[config.mk]
export PLATFORM = sky130hd
export DESIGN_NAME = sha_bool_fn_pipe
export DESIGN_NICKNAME = d
export VERILOG_FILES = /design/src/rtl/sha_pkg.sv /design/src/rtl/sha_pipe_stage.sv /design/src/rtl/sha_bool_fn_pipe.sv
export SDC_FILE = /design/constraint.sdc
export NUM_CORES = 1
export LEC_CHECK = 0
export CORE_MARGIN = 1
export CORE_UTILIZATION = 40
export DETAILED_ROUTE_END_ITERATION = 12
export HOLD_SLACK_MARGIN = 0.08
export PLACE_DENSITY = 0.82
export SLEW_MARGIN = 20
export SYNTH_ARGS = -nofsm -noshare
export SYNTH_HDL_FRONTEND = slang
export SYNTH_SLANG_ARGS = --single-unit
[constraint.sdc]
create_clock -name CLK -period 2.19 [get_ports CLK]
set_clock_uncertainty 0.05 [all_clocks]
set_input_delay 0.3285 -clock CLK [delete_from_list [all_inputs] [get_ports CLK]]
set_output_delay 0.3285 -clock CLK [all_outputs]
set_load 0.02 [all_outputs]
[src/rtl/sha_pkg.sv]
// Shared mode encodings for the SHA boolean-function pipeline.
package sha_pkg;
    localparam int MODE_W = 2;
    localparam logic [MODE_W-1:0] MODE_MAJ = 2'd0;
    localparam logic [MODE_W-1:0] MODE_CH  = 2'd1;
    localparam logic [MODE_W-1:0] MODE_PAR = 2'd2;
    localparam logic [MODE_W-1:0] MODE_RSV = 2'd3;
endpackage

[src/rtl/sha_pipe_stage.sv]
// One valid/ready register slice; loads when empty or when downstream accepts.
module sha_pipe_stage #(
    parameter int PW = 8
) (
    input  logic          clk_i,
    input  logic          rst_n_i,
    input  logic          valid_i,
    output logic          ready_o,
    input  logic [PW-1:0] data_i,
    output logic          valid_o,
    input  logic          ready_i,
    output logic [PW-1:0] data_o
);
    logic          vld_q, vld_d;
    logic [PW-1:0] dat_q, dat_d;

    assign ready_o = !vld_q || ready_i;
    assign valid_o = vld_q;
    assign data_o  = dat_q;

    always_comb begin
        vld_d = vld_q;
        dat_d = dat_q;
        if (ready_o) begin
            vld_d = valid_i;
            // keep last payload on bubbles so an idle output does not toggle
            if (valid_i) dat_d = data_i;
        end
    end

    always_ff @(posedge clk_i) begin
        if (!rst_n_i) begin
            vld_q <= 1'b0;
            dat_q <= '0;
        end else begin
            vld_q <= vld_d;
            dat_q <= dat_d;
        end
    end
endmodule

[src/rtl/sha_bool_fn_pipe.sv]
// Pipelined Maj/Ch/Parity unit with valid/ready backpressure and tag sideband.
// Define SHA_BOOLFN_PARITY_EN to build the PARITY (mode 2) function.
module sha_bool_fn_pipe
    import sha_pkg::*;
#(
    parameter int W      = 32,
    parameter int STAGES = 2,
    parameter int TAG_W  = 4
) (
    input  logic              CLK,
    input  logic              RST_N,
    input  logic              in_valid,
    output logic              in_ready,
    input  logic [MODE_W-1:0] in_mode,
    input  logic [TAG_W-1:0]  in_tag,
    input  logic [0:W-1]      in_a,
    input  logic [0:W-1]      in_b,
    input  logic [0:W-1]      in_c,
    output logic              out_valid,
    input  logic              out_ready,
    output logic [0:W-1]      out_y,
    output logic [TAG_W-1:0]  out_tag,
    output logic              out_err,
    output logic              busy
);
    localparam int PW = W + TAG_W + 1;

    logic [0:W-1]   fn_y;
    logic           fn_err;
    logic           vld_pipe [STAGES:0];
    logic           rdy_pipe [STAGES:0];
    logic [PW-1:0]  dat_pipe [STAGES:0];
    logic [STAGES-1:0] stage_vld;

    always_comb begin
        fn_y   = '0;
        fn_err = 1'b0;
        case (in_mode)
            MODE_MAJ: fn_y = (in_a & in_b) ^ (in_a & in_c) ^ (in_b & in_c);
            MODE_CH:  fn_y = (in_a & in_b) ^ (~in_a & in_c);
`ifdef SHA_BOOLFN_PARITY_EN
            MODE_PAR: fn_y = in_a ^ in_b ^ in_c;
`else
            MODE_PAR: fn_err = 1'b1;
`endif
            default:  fn_err = 1'b1;
        endcase
    end

    assign vld_pipe[0]      = in_valid;
    assign dat_pipe[0]      = {fn_err, in_tag, fn_y};
    assign rdy_pipe[STAGES] = out_ready;
    assign in_ready         = rdy_pipe[0];

    for (genvar k = 0; k < STAGES; k++) begin : g_stage
        sha_pipe_stage #(.PW(PW)) u_stage (
            .clk_i   (CLK),
            .rst_n_i (RST_N),
            .valid_i (vld_pipe[k]),
            .ready_o (rdy_pipe[k]),
            .data_i  (dat_pipe[k]),
            .valid_o (vld_pipe[k+1]),
            .ready_i (rdy_pipe[k+1]),
            .data_o  (dat_pipe[k+1])
        );
        assign stage_vld[k] = vld_pipe[k+1];
    end

    assign out_valid = vld_pipe[STAGES];
    assign out_y     = dat_pipe[STAGES][W-1:0];
    assign out_tag   = dat_pipe[STAGES][W+TAG_W-1:W];
    assign out_err   = dat_pipe[STAGES][PW-1];
    assign busy      = |stage_vld;
endmodule

==> After elaboration in Yosys (flattened, before gate mapping) <==
Index checks and enable logic that the tools add are counted.
{ "totals": {"out_inout_bits": 40, "word_cells": 24, "ff_bits": 76, "inputBits": 106} }
{ "op_classes": {"n_reduce_logical": 9, "bitwise_logic": 8, "muxes": 2, "n_eq_ne": 1} }
{ "ops": {"columns": ["op", "n"], "rows": [
  ["32-bit AND", 4],
  ["32-bit XOR", 3],
  ["32-bit case mux with 2 select lines", 1],
  ["32-bit NOT", 1],
  ["2-bit AND reduction", 2],
  ["2-bit OR reduction", 2],
  ["2-bit by 1-bit == test with 1-bit output, second input constant", 1],
  ["1-bit zero test", 2],
  ["2-bit zero test", 1],
  ["1-bit logical OR", 2],
  ["1-bit 2-to-1 mux", 1]
]} }

==> Logic depth before layout (Yosys ltp) <==
Gate-level depths: netlist of the first run.
{ "depth": {"ltp_word": 4, "mapped_depth": 5, "depth_no_buf": 3} }

==> Hierarchy <==
From an unflattened synthesis of the first run, not the netlist that was laid out.
{ "hier_totals": {"cells_unflattened": 501, "hier_area_um2": 4100.2} }
{ "by_module_without_submodules": {"columns": ["mod", "cells_each", "instances", "seq_area_each_um2", "area_each_um2"], "rows": [
  ["sha_pipe_stage", 165, 2, 760.7, 1557.7],
  ["sha_bool_fn_pipe", 171, 1, 0.0, 984.7]
]} }

==> Worst setup path after synthesis of the first run <==
No wires, ideal clock.
{ "synth_path": {"path_kind": "reg-to-reg", "startpoint": "register g_stage[1].u_stage.vld_q", "endpoint": "register g_stage[0].u_stage.dat_q[33]", "stages_incl_launch_ff": 5, "path_buffers": 1, "setup_slack_ns": 0.842, "t_arrival_ns": 1.184, "path_cell_list": "dfxtp_1 -> nand3b_2 -> buf_2 -> and3_1 -> o21a_1"} }
{ "synth_between": {"elab_chain_len": 4} }
{ "synth_rtl": {"columns": ["item", "line", "rtl"], "rows": [
  ["start: declaration", "sha_pipe_stage.sv:14", "logic vld_q, vld_d;"],
  ["start signal: assignment", "sha_pipe_stage.sv:36", "vld_q <= vld_d;"],
  ["1-bit zero test", "sha_pipe_stage.sv:17", "assign ready_o = !vld_q || ready_i;"],
  ["1-bit logical OR (2 in a row)", "sha_pipe_stage.sv:17", null],
  ["via in_ready", "sha_bool_fn_pipe.sv:13", "output logic in_ready,"],
  ["2-bit AND reduction (no line)", null, null],
  ["end signal: assignment", "sha_pipe_stage.sv:37", "dat_q <= dat_d;"],
  ["end: declaration", "sha_pipe_stage.sv:15", "logic [PW-1:0] dat_q, dat_d;"]
]} }
The timed path passes the listed nets, and every way through them passes these cells.
A chain may end at the register's enable or synchronous reset.

==> Final worst setup path of the first run <==
{ "layout_path": {"startpoint": "register g_stage[1].u_stage.vld_q", "endpoint": "output busy"} }
{ "layout_between": {"elab_chain_len": 1} }
{ "layout_rtl": {"columns": ["item", "line", "rtl"], "rows": [
  ["2-bit OR reduction", "sha_bool_fn_pipe.sv:73", "assign busy = |stage_vld;"],
  ["end: declaration", "sha_bool_fn_pipe.sv:24", "output logic busy"]
]} }
No other way between the ends.

==> run summary, run 1 <==
crit path launch type - flop
Hold Buf Count CTS - 0
Cell Area, Synth - 3660 sq um
Port-buffer cells - 145
WP data required - 1.81 ns
Power Total - 3230 uW
commonest non-fill, non-tap cell in the layout - clkdlybuf4s50_1
Final TNS setup - 0 ns
Placed Area - 4918 sq um
Final setup viols - 0
DRC - 22
cell taking the most area after synthesis - dfxtp_1
min Tclk post-route - 1.970 ns
max_slew headroom - 0.6088
Syn Nets - 515
setup repair after global routing missed its margin - no
die area - 9536 sq um
Fmax - 507.7 MHz
total of max-cap violations - 0
Finished Layout Cells - 619
Synth cell types - 24
largest family of logic cells by synthesized area - compound AO/OA/AOI/OAI gates
Data arrival, critical path - 1.59 ns
hpwl dp - 6458 um
Initial Util - 0.4156
syn_area_per_cell - 8.948 sq um
#FFs+latches synth - 76
CP Max Fanout - 5
GR Layer Usage met2 - 0.3273
Hold Crit Class - reg2reg
CTS tree - done
crit share post-route - 0.8994
proportion of synthesized area in mux cells - 0
overall routing resource usage - 0.1957
register area share after synthesis - 0.4157
adder-cell area share of the yosys netlist - 0
Final Hold Viols - 0
CTS Sinks - 76
placed cells - 604
Post-Synth Simple-Gate Area - 0.06974
Area Overhead vs Synth - 40.89%
via-per-instance ratio - 5.309
PostCTS Resize Cnt - 0
Die W - 97.65 um
H-tree Lvls - 3
design area - 5156 sq um
Core Rows - 34
number of global-route vias before repair - 3,176
fraction of layout cells with a size suffix above 1 - 0.06262
post-synth top area share - 0.4157
clock root buffer - clkbuf_8
pwr/cell area - 626.5 nW/um^2
ANT cells - 0
initial antenna violation count - 0
Lkg Pwr - 0.001919 uW
nets - 613
Core Area - 8806 sq um
vias post-DR - 3,286
first-pass GRT wire length - 15,030 um
RD Place Congestion - 0.8080
Slew Viols, Final - 0
xor-xnor portion of the synthesized cell area - 0.07658
worst skew pair latency - 0.34 ns
Longest Clk Path Bufs - 2
setup bufs post-CTS - 0
M1 GR Usage - 0.2416
wire per inst - 14.91 um
worst hold slack - 0.4135 ns
met3 usage - 0.06115
violated checks - design-rule violations
Initial DRC Count - 160
clock-pin transition on the worst setup and hold timing paths - 0.07 ns
drt total wl - 9227 um
I/O pins - 146
largest net degree at the start of global routing - 40
Detail Route Antenna Nets - 0
Filler Cell Count - 721
Max IR drop VDD - 0.4732 mV
Initial DRT Pass Iterations - 8
Remaining Overflow, GRT - 0
post-synthesis compound-gate area fraction - 0.3132
largest cells by area after synthesis - dfxtp_1 42%, buf_4 9.4%, o21ai_0 8.9%, xor2_1 7.7%, o2bb2ai_1 7.4%
Least-Margin Pin Slew - 0.5859 ns
Post-Synthesis Cells - 409
GRT busiest layer - met2
die height - 97.65 um
result of the run - finished with violations
synth warn - 0
Worst Setup End Kind - primary output
CTS Buf Count - 9
commonest non-fill, non-tap cells in the layout - 144 x clkdlybuf4s50_1, 76 x dfxtp_1, 65 x o21ai_0
WS Path Type - reg2out
## worst max-delay path, cell delays in order, from the launching register on
cell	delay (ns)
dfxtp_1	0.36
or2_2	0.31
clkdlybuf4s50_1	0.58
## sequential cells by signal, summed over array words and instances, names as in the netlist
| signal | cells |
|---|---|
| g_stage.u_stage.valid_o | 2 |
| g_stage.u_stage.data_o | 74 |
## metal layers
metal | vias to the layer above | wire length [um]
met5 | - | 0
met4 | 0 | 100
met3 | 10 | 687
met2 | 132 | 4339
met1 | 1509 | 4098
li1 | 1635 | -
## cell type report
| type | instances | area (sq um) | area share |
|---|---|---|---|
| timing repair buffer | 155 | 1559 | 0.3024 |
| sequential | 76 | 1521 | 0.2951 |
| clock buffer | 10 | 137.6 | 0.02669 |
| multi-input combinational | 262 | 1692 | 0.3281 |
| clock inverter | 5 | 100.1 | 0.01941 |
| inverter | 3 | 11.26 | 0.002184 |
| tap | 108 | 135.1 | 0.02621 |
## stage by stage
stage          setup WS [ns]  utilization
3_5_place_dp          0.2370       0.5585
3_3_place_gp          0.2456       0.5585
4_1_cts               0.1943       0.5855
2_1_floorplan         0.8416            -
5_1_grt               0.1536       0.5855
6_report              0.2202       0.5855
## logic make-up after synthesis
group | Yosys count
flops | 76
simple gates | 47
xor+xnor | 32
buf+inv | 71
compound gates | 183
## synth_stat cells (all sizes together)
cell,number
dfxtp,76
o21ai,68
buf,61
a21oi,41
nand3,37
xor2,32
a21o,31
o2bb2ai,31
clkbuf,7
o21a,6
a21boi,5
and3,5
inv,3
a2bb2o,1
nand2b,1
nand3b,1
nand4b,1
nor2b,1
or2,1
## power breakdown
| part | internal (uW) | total [uW] | switching, uW |
|---|---|---|---|
| clock | 778 | 1270 | 491 |
| sequential | 1430 | 1450 | 25.4 |
| combinational | 292 | 510 | 218 |
| total | 2500 | 3230 | 734 |
## worst paths after layout
kind              slack (ns)                                          to                                       start  cells past startpoint
setup reg to reg        0.72  g_stage[0].u_stage.data_o[20]$_SDFFE_PN0P_     g_stage[0].u_stage.valid_o$_SDFFE_PN0P_                      5
setup / recovery        0.22                                        busy     g_stage[1].u_stage.valid_o$_SDFFE_PN0P_                      2
hold / removal          0.41  g_stage[0].u_stage.data_o[12]$_SDFFE_PN0P_  g_stage[0].u_stage.data_o[12]$_SDFFE_PN0P_                      1
hold reg to reg         0.41  g_stage[0].u_stage.data_o[12]$_SDFFE_PN0P_  g_stage[0].u_stage.data_o[12]$_SDFFE_PN0P_                      1
Note: power is estimated with default switching activity, not from simulation.
==> inputs of run 2 (changes only) <==
- ABC_AREA: unset -> 1
- PLACE_DENSITY: 0.82 -> 0.8
==> run summary, run 2 <==
P_int - 2247 uW (was 2496 uW)
register area share after synthesis - 0.3838 (was 0.4157)
Post-synth top flop - dfxtp_1 (unchanged)
total of max-cap violations - 0 (unchanged)
max_slew headroom - 0.7100 (was 0.6088)
Initial DRC Count - 121 (was 160)
Cell Area, Synth - 3964 sq um (was 3660 sq um)
ys async rst share - 0 (unchanged)
RD Place Congestion - 0.8317 (was 0.8080)
WP data required - 1.81 ns (about the same)
Power Total - 3121 uW (was 3230 uW)
Filler Cell Count - 879 (was 721)
Least-Margin Pin Slew - 0.4343 ns (was 0.5859 ns)
Max IR drop VDD - 0.2983 mV (was 0.4732 mV)
Sw Share - 0.2801 (was 0.2273)
WS Path Type - in2out (was reg2out)
Synth cell types - 22 (was 24)
Fmax - 521.1 MHz (was 507.7 MHz)
max FFs per register - 74 (unchanged)
Final setup viols - 0 (unchanged)
worst skew pair latency - 0.33 ns (was 0.34 ns)
Detail Route Antenna Nets - 0 (unchanged)
CTS Sinks - 76 (unchanged)
combinational power share - 0.237 (was 0.158)
cell taking the most area after synthesis - dfxtp_1 (unchanged)
#FFs+latches synth - 76 (unchanged)
die area - 10,310 sq um (was 9536 sq um)
I/O pins - 146 (unchanged)
PnR worst setup slack - 0.2709 ns (was 0.2202 ns)
worst hold slack - 0.4124 ns (was 0.4135 ns)
crit share post-route - 0.8763 (was 0.8994)
most common cell in the netlist - nand2_1 (was dfxtp_1)
Lkg Pwr - 0.002333 uW (was 0.001919 uW)
overall routing resource usage - 0.2037 (was 0.1957)
setup bufs post-CTS - 0 (unchanged)
largest net degree at the start of global routing - 44 (was 40)
CP bufs+invs - 3 (was 1)
min Tclk post-route - 1.919 ns (was 1.970 ns)
fraction of layout cells with a size suffix above 1 - 0.05078 (was 0.06262)
CTS Buf Count - 9 (unchanged)
CP top delay family - buffers and inverters (unchanged)
Worst Setup End Kind - primary output (unchanged)
Remaining Overflow, GRT - 0 (unchanged)
nets - 810 (was 613)
crit path launch type - primary input (was flop)
pwr/cell area - 575.6 nW/um^2 (was 626.5 nW/um^2)
Final Hold Viols - 0 (unchanged)
DRC - 0 (was 22)
initial antenna violation count - 0 (unchanged)
H-tree Lvls - 3 (unchanged)
CP Max Fanout - 3 (was 5)
crit-path max cell delay - 0.61 ns (was 0.58 ns)
PostCTS Resize Cnt - 0 (unchanged)
clock share of power - 0.281 (was 0.393)
ANT cells - 0 (unchanged)
slowest CP cell - clkdlybuf4s50_1 (unchanged)
Area Overhead vs Synth - 36.81% (was 40.89%)
Port-buffer cells - 145 (unchanged)
post-synth top area share - 0.3838 (was 0.4157)
Final TNS setup - 0 ns (unchanged)
switching pwr - 874.2 uW (was 734.2 uW)
first-pass GRT wire length - 16,490 um (was 15,030 um)
Post-Synthesis Cells - 601 (was 409)
number of global-route vias before repair - 3,751 (was 3,176)
vias post-DR - 3,962 (was 3,286)
Core Rows - 35 (was 34)
Hold Crit Class - reg2reg (unchanged)
clock root buffer - clkbuf_8 (unchanged)
drt total wl - 10,290 um (was 9227 um)
commonest non-fill, non-tap cells in the layout - 148 x nand2_1, 145 x clkdlybuf4s50_1, 99 x nor2_1 (was 144 x clkdlybuf4s50_1, 76 x dfxtp_1, 65 x o21ai_0)
setup repair after global routing missed its margin - no (unchanged)
Data arrival, critical path - 1.54 ns (was 1.59 ns)
CTS tree - done (unchanged)
Longest Clk Path Bufs - 2 (unchanged)
hpwl dp - 7909 um (was 6458 um)
synth warn - 0 (unchanged)
via-per-instance ratio - 4.728 (was 5.309)
cells along the critical path - clkdlybuf4s50_1, inv_1, nand3_2, clkdlybuf4s50_1 (was or2_2, clkdlybuf4s50_1)
Most Frequent Cell on Critical Path - clkdlybuf4s50_1
syn_area_per_cell - 6.595 sq um (was 8.948 sq um)
largest cells by area after synthesis - dfxtp_1 38%, nand2_1 14%, nor2_1 9.4%, buf_4 7.6%, o21ai_0 6.4% (was dfxtp_1 42%, buf_4 9.4%, o21ai_0 8.9%, xor2_1 7.7%, o2bb2ai_1 7.4%)
clock-pin transition on the worst setup and hold timing paths - 0.07 ns (about the same)
wire per inst - 12.28 um (was 14.91 um)
Post-synth EDFFs - 0 (unchanged)
Hold Buf Count CTS - 0 (unchanged)
Initial Util - 0.4210 (was 0.4156)
Die W - 101.5 um (was 97.65 um)
die height - 101.5 um (was 97.65 um)
Reg power frac - 0.482 (was 0.449)
Slew Viols, Final - 0 (unchanged)
result of the run - completed (was finished with violations)
commonest non-fill, non-tap cell in the layout - nand2_1 (was clkdlybuf4s50_1)
Syn Nets - 707 (was 515)
Core Area - 9415 sq um (was 8806 sq um)
dpl ws - 0.2603 ns (was 0.2370 ns)
Synth top cells by count - 148 x nand2_1, 99 x nor2_1, 76 x dfxtp_1 (was 76 x dfxtp_1, 65 x o21ai_0, 46 x buf_4)
Initial DRT Pass Iterations - 5 (was 8)
==> run 2: cell types whose count changed after synthesis, sizes merged, moves of 17 or more <==
cell,previous run,this run
o2bb2ai,31,0
nand3,37,18
xor2,32,0
a21o,31,0
inv,3,53
nor2,0,101
nand2,0,150
o21bai,0,17
==> run 2: area by class of cell <==
type                       instances  area, sq um  area share
clock inverter                     5        28.78    0.005307
inverter                          54        202.7     0.03738
sequential                        76         1521      0.2806
multi-input combinational        408         1813      0.3343
timing repair buffer             155         1564      0.2884
clock buffer                      11        131.4     0.02423
tap                              129        161.4     0.02976
==> run 2: routing by layer <==
layer  track usage  routed length [um]  up-vias
met4       0.08027                 265        0
met5             0                   0        -
met1        0.2373                4349     1735
met2        0.3597                5017      137
li1              -                   -     2072
met3       0.04762                 653       18
==> run 2: path summary, 6_finish.rpt <==
path                                                    from                                         end  slack [ns]  cells past startpoint
hold reg to reg   g_stage[0].u_stage.data_o[25]$_SDFFE_PN0P_  g_stage[0].u_stage.data_o[25]$_SDFFE_PN0P_        0.41                      2
setup / recovery                                   out_ready                                    in_ready        0.27                      4
setup reg to reg     g_stage[1].u_stage.valid_o$_SDFFE_PN0P_  g_stage[1].u_stage.data_o[14]$_SDFFE_PN0P_        0.80                      6
hold / removal    g_stage[0].u_stage.data_o[25]$_SDFFE_PN0P_  g_stage[0].u_stage.data_o[25]$_SDFFE_PN0P_        0.41                      2
==> run 2: worst register-to-register path: stages (launching register included) <==
cell     delay (ns)
dfxtp_1        0.38
nand2_1        0.10
nand2_2        0.22
inv_2          0.18
buf_12         0.20
nor2_1         0.10
nor2_1         0.05
==> run 2: logic make-up (layout without fill, tap and decap cells) <==
family / Yosys count / count (layout) / share of synthesized area
compound gates: 138 / 138 / 0.1878
simple gates: 270 / 270 / 0.2696
buf+inv: 117 / 225 / 0.1588
flops: 76 / 76 / 0.3838
==> run 2: per-stage QoR <==
step / std cells / utilization / instance area (sq um)
after global placement: 822 / 0.5589 / 5263
after global routing: 838 / 0.5759 / 5423
final: 838 / 0.5759 / 5423
after detailed placement: 822 / 0.5589 / 5263
after floorplan: 601 / - / 3964
after CTS: 838 / 0.5759 / 5423
==> run 2: power by group through the flow <==
| stage | clock network [uW] | logic (uW) | registers [uW] |
|---|---|---|---|
| after floorplan | 0 | 424 | 1530 |
| after global placement | 0 | 718 | 1540 |
| after global routing | 971 | 813 | 1510 |
| after detailed placement | 0 | 739 | 1540 |
| after CTS | 904 | 741 | 1510 |
| final | 877 | 739 | 1510 |
==> inputs of run 3 (changes only) <==
- CORE_MARGIN: 1 -> 4
==> run summary, run 3 (synthesis gave the netlist of run 2 again) <==
cells along the critical path - clkdlybuf4s50_1, inv_1, nand3_2, clkdlybuf4s50_1 (unchanged)
Reg power frac - 0.456 (was 0.482)
crit path launch type - primary input (unchanged)
P_int - 2367 uW (was 2247 uW)
area taken by multi-input logic gates - 1813 sq um (unchanged)
Core Rows - 36 (was 35)
clock root buffer - clkbuf_8 (unchanged)
CP Depth - 4 (unchanged)
clock-pin transition on the worst setup and hold timing paths - 0.08 ns (was 0.07 ns)
design area - 5446 sq um (was 5423 sq um)
Finished Core Util - 0.5598 (was 0.5759)
total of max-cap violations - 0 (unchanged)
overall routing resource usage - 0.1807 (was 0.2037)
slowest CP cell - clkdlybuf4s50_1 (unchanged)
DRC - 0 (unchanged)
Data arrival, critical path - 1.57 ns (was 1.54 ns)
Remaining Overflow, GRT - 0 (unchanged)
fraction of layout cells with a size suffix above 1 - 0.05626 (was 0.05078)
I/O pins - 146 (unchanged)
largest net degree at the start of global routing - 33 (was 44)
Die W - 107.5 um (was 101.5 um)
pwr/cell area - 605.1 nW/um^2 (was 575.6 nW/um^2)
first-pass GRT wire length - 16,930 um (was 16,490 um)
CP Max Fanout - 3 (unchanged)
result of the run - completed (unchanged)
crit-path max cell delay - 0.62 ns (was 0.61 ns)
hpwl dp - 8179 um (was 7909 um)
Longest Clk Path Bufs - 2 (unchanged)
combinational power share - 0.222 (was 0.237)
CP bufs+invs - 3 (unchanged)
Initial DRT Pass Iterations - 4 (was 5)
die area - 11,570 sq um (was 10,310 sq um)
Slew Viols, Final - 0 (unchanged)
Power Total - 3296 uW (was 3121 uW)
min Tclk post-route - 1.952 ns (was 1.919 ns)
number of global-route vias before repair - 3,724 (was 3,751)
Sw Share - 0.2818 (was 0.2801)
initial antenna violation count - 0 (unchanged)
hold depth - 2 (unchanged)
clock share of power - 0.321 (was 0.281)
nets - 812 (was 810)
switching pwr - 928.6 uW (was 874.2 uW)
CTS Sinks - 76 (unchanged)
H-tree Lvls - 3 (unchanged)
Worst Setup End Kind - primary output (unchanged)
Core Area - 9729 sq um (was 9415 sq um)
PostCTS Resize Cnt - 0 (unchanged)
via-per-instance ratio - 4.639 (was 4.728)
Hold Crit Class - reg2reg (unchanged)
Final setup viols - 0 (unchanged)
register area - 1521 sq um (unchanged)
Hold Buf Count CTS - 0 (unchanged)
Max IR drop VDD - 0.2948 mV (was 0.2983 mV)
Detail Route Antenna Nets - 0 (unchanged)
crit share post-route - 0.8915 (was 0.8763)
CP top delay family - buffers and inverters (unchanged)
Most Frequent Cell on Critical Path - clkdlybuf4s50_1 (unchanged)
commonest non-fill, non-tap cells in the layout - 148 x nand2_1, 145 x clkdlybuf4s50_1, 99 x nor2_1 (unchanged)
worst hold slack - 0.4143 ns (was 0.4124 ns)
Filler Cell Count - 965 (was 879)
wire per inst - 12.66 um (was 12.28 um)
Port-buffer cells - 145 (unchanged)
Area Overhead vs Synth - 37.41% (was 36.81%)
setup repair after global routing missed its margin - no (unchanged)
setup bufs post-CTS - 0 (unchanged)
max FFs per register - 74 (unchanged)
CTS Buf Count - 9 (unchanged)
max_slew headroom - 0.7101 (was 0.7100)
Placed Area - 5245 sq um (was 5263 sq um)
Final TNS setup - 0 ns (unchanged)
Initial Util - 0.4074 (was 0.4210)
RD Place Congestion - 0.8104 (was 0.8317)
Initial DRC Count - 209 (was 121)
die height - 107.5 um (was 101.5 um)
WS Path Type - in2out (unchanged)
commonest non-fill, non-tap cell in the layout - nand2_1 (unchanged)
Least-Margin Pin Slew - 0.4342 ns (was 0.4343 ns)
Lkg Pwr - 0.002344 uW (was 0.002333 uW)
Fmax - 512.2 MHz (was 521.1 MHz)
WP data required - 1.81 ns (about the same)
vias post-DR - 3,915 (was 3,962)
r2r worst-path depth - 5 (was 6)
drt total wl - 10,690 um (was 10,290 um)
worst skew pair latency - 0.34 ns (was 0.33 ns)
CTS tree - done (unchanged)
Final Hold Viols - 0 (unchanged)
ANT cells - 0 (unchanged)
## run 3: changes by cell type in the layout (fill, tap and decap cells not counted), sizes merged
cell      previous run  this run
bufinv               0         1
clkbuf              11         9
buf                 10        12
clkinvlp             0         1
## run 3: through the flow
| stage | worst slack, ns | cells |
|---|---|---|
| floorplan | 0.8246 | 601 |
| finish | 0.2376 | 844 |
| global placement | 0.2425 | 828 |
| detailed placement | 0.2462 | 828 |
| global route | 0.1978 | 844 |
| CTS | 0.2376 | 844 |
## run 3: power by group through the flow
stage / clock network (uW) / logic (uW) / registers (uW)
floorplan: 0 / 424 / 1530
global placement: 0 / 722 / 1530
global route: 1140 / 809 / 1510
detailed placement: 0 / 737 / 1540
CTS: 1090 / 738 / 1500
finish: 1060 / 733 / 1500
## run 3: worst paths after layout
check | startpoint | end | slack (ns)
max reg2reg | g_stage[1].u_stage.valid_o$_SDFFE_PN0P_ | g_stage[0].u_stage.data_o[25]$_SDFFE_PN0P_ | 0.77
min | g_stage[0].u_stage.data_o[19]$_SDFFE_PN0P_ | g_stage[0].u_stage.data_o[19]$_SDFFE_PN0P_ | 0.41
min reg2reg | g_stage[0].u_stage.data_o[19]$_SDFFE_PN0P_ | g_stage[0].u_stage.data_o[19]$_SDFFE_PN0P_ | 0.41
max | out_ready | in_ready | 0.24
## run 3: worst reg2reg max path, delay by kind of cell, from the launching register on
| family | cells | cell delay [ns] |
|---|---|---|
| DFF | 1 | 0.34 |
| AOI/OAI and AO/OA | 1 | 0.14 |
| buffers and inverters | 1 | 0.38 |
| and+or+nand+nor | 3 | 0.44 |
## run 3: area by class of cell
| type | instances | share of cell area |
|---|---|---|
| clock buffers | 9 | 0.02274 |
| clock inverters | 7 | 0.01424 |
| inverters | 54 | 0.03722 |
| multi-input cells | 408 | 0.3329 |
| flip-flops and latches | 76 | 0.2793 |
| well taps | 133 | 0.03055 |
| repair buffers | 157 | 0.2830 |
## run 3: layer usage
layer | up-vias | GRT usage | part of all wire
li1 | 2068 | - | -
met1 | 1727 | 0.2273 | 0.44
met2 | 104 | 0.3064 | 0.48
met3 | 16 | 0.02939 | 0.058
met4 | 0 | 0.07394 | 0.025
met5 | - | 0 | 0
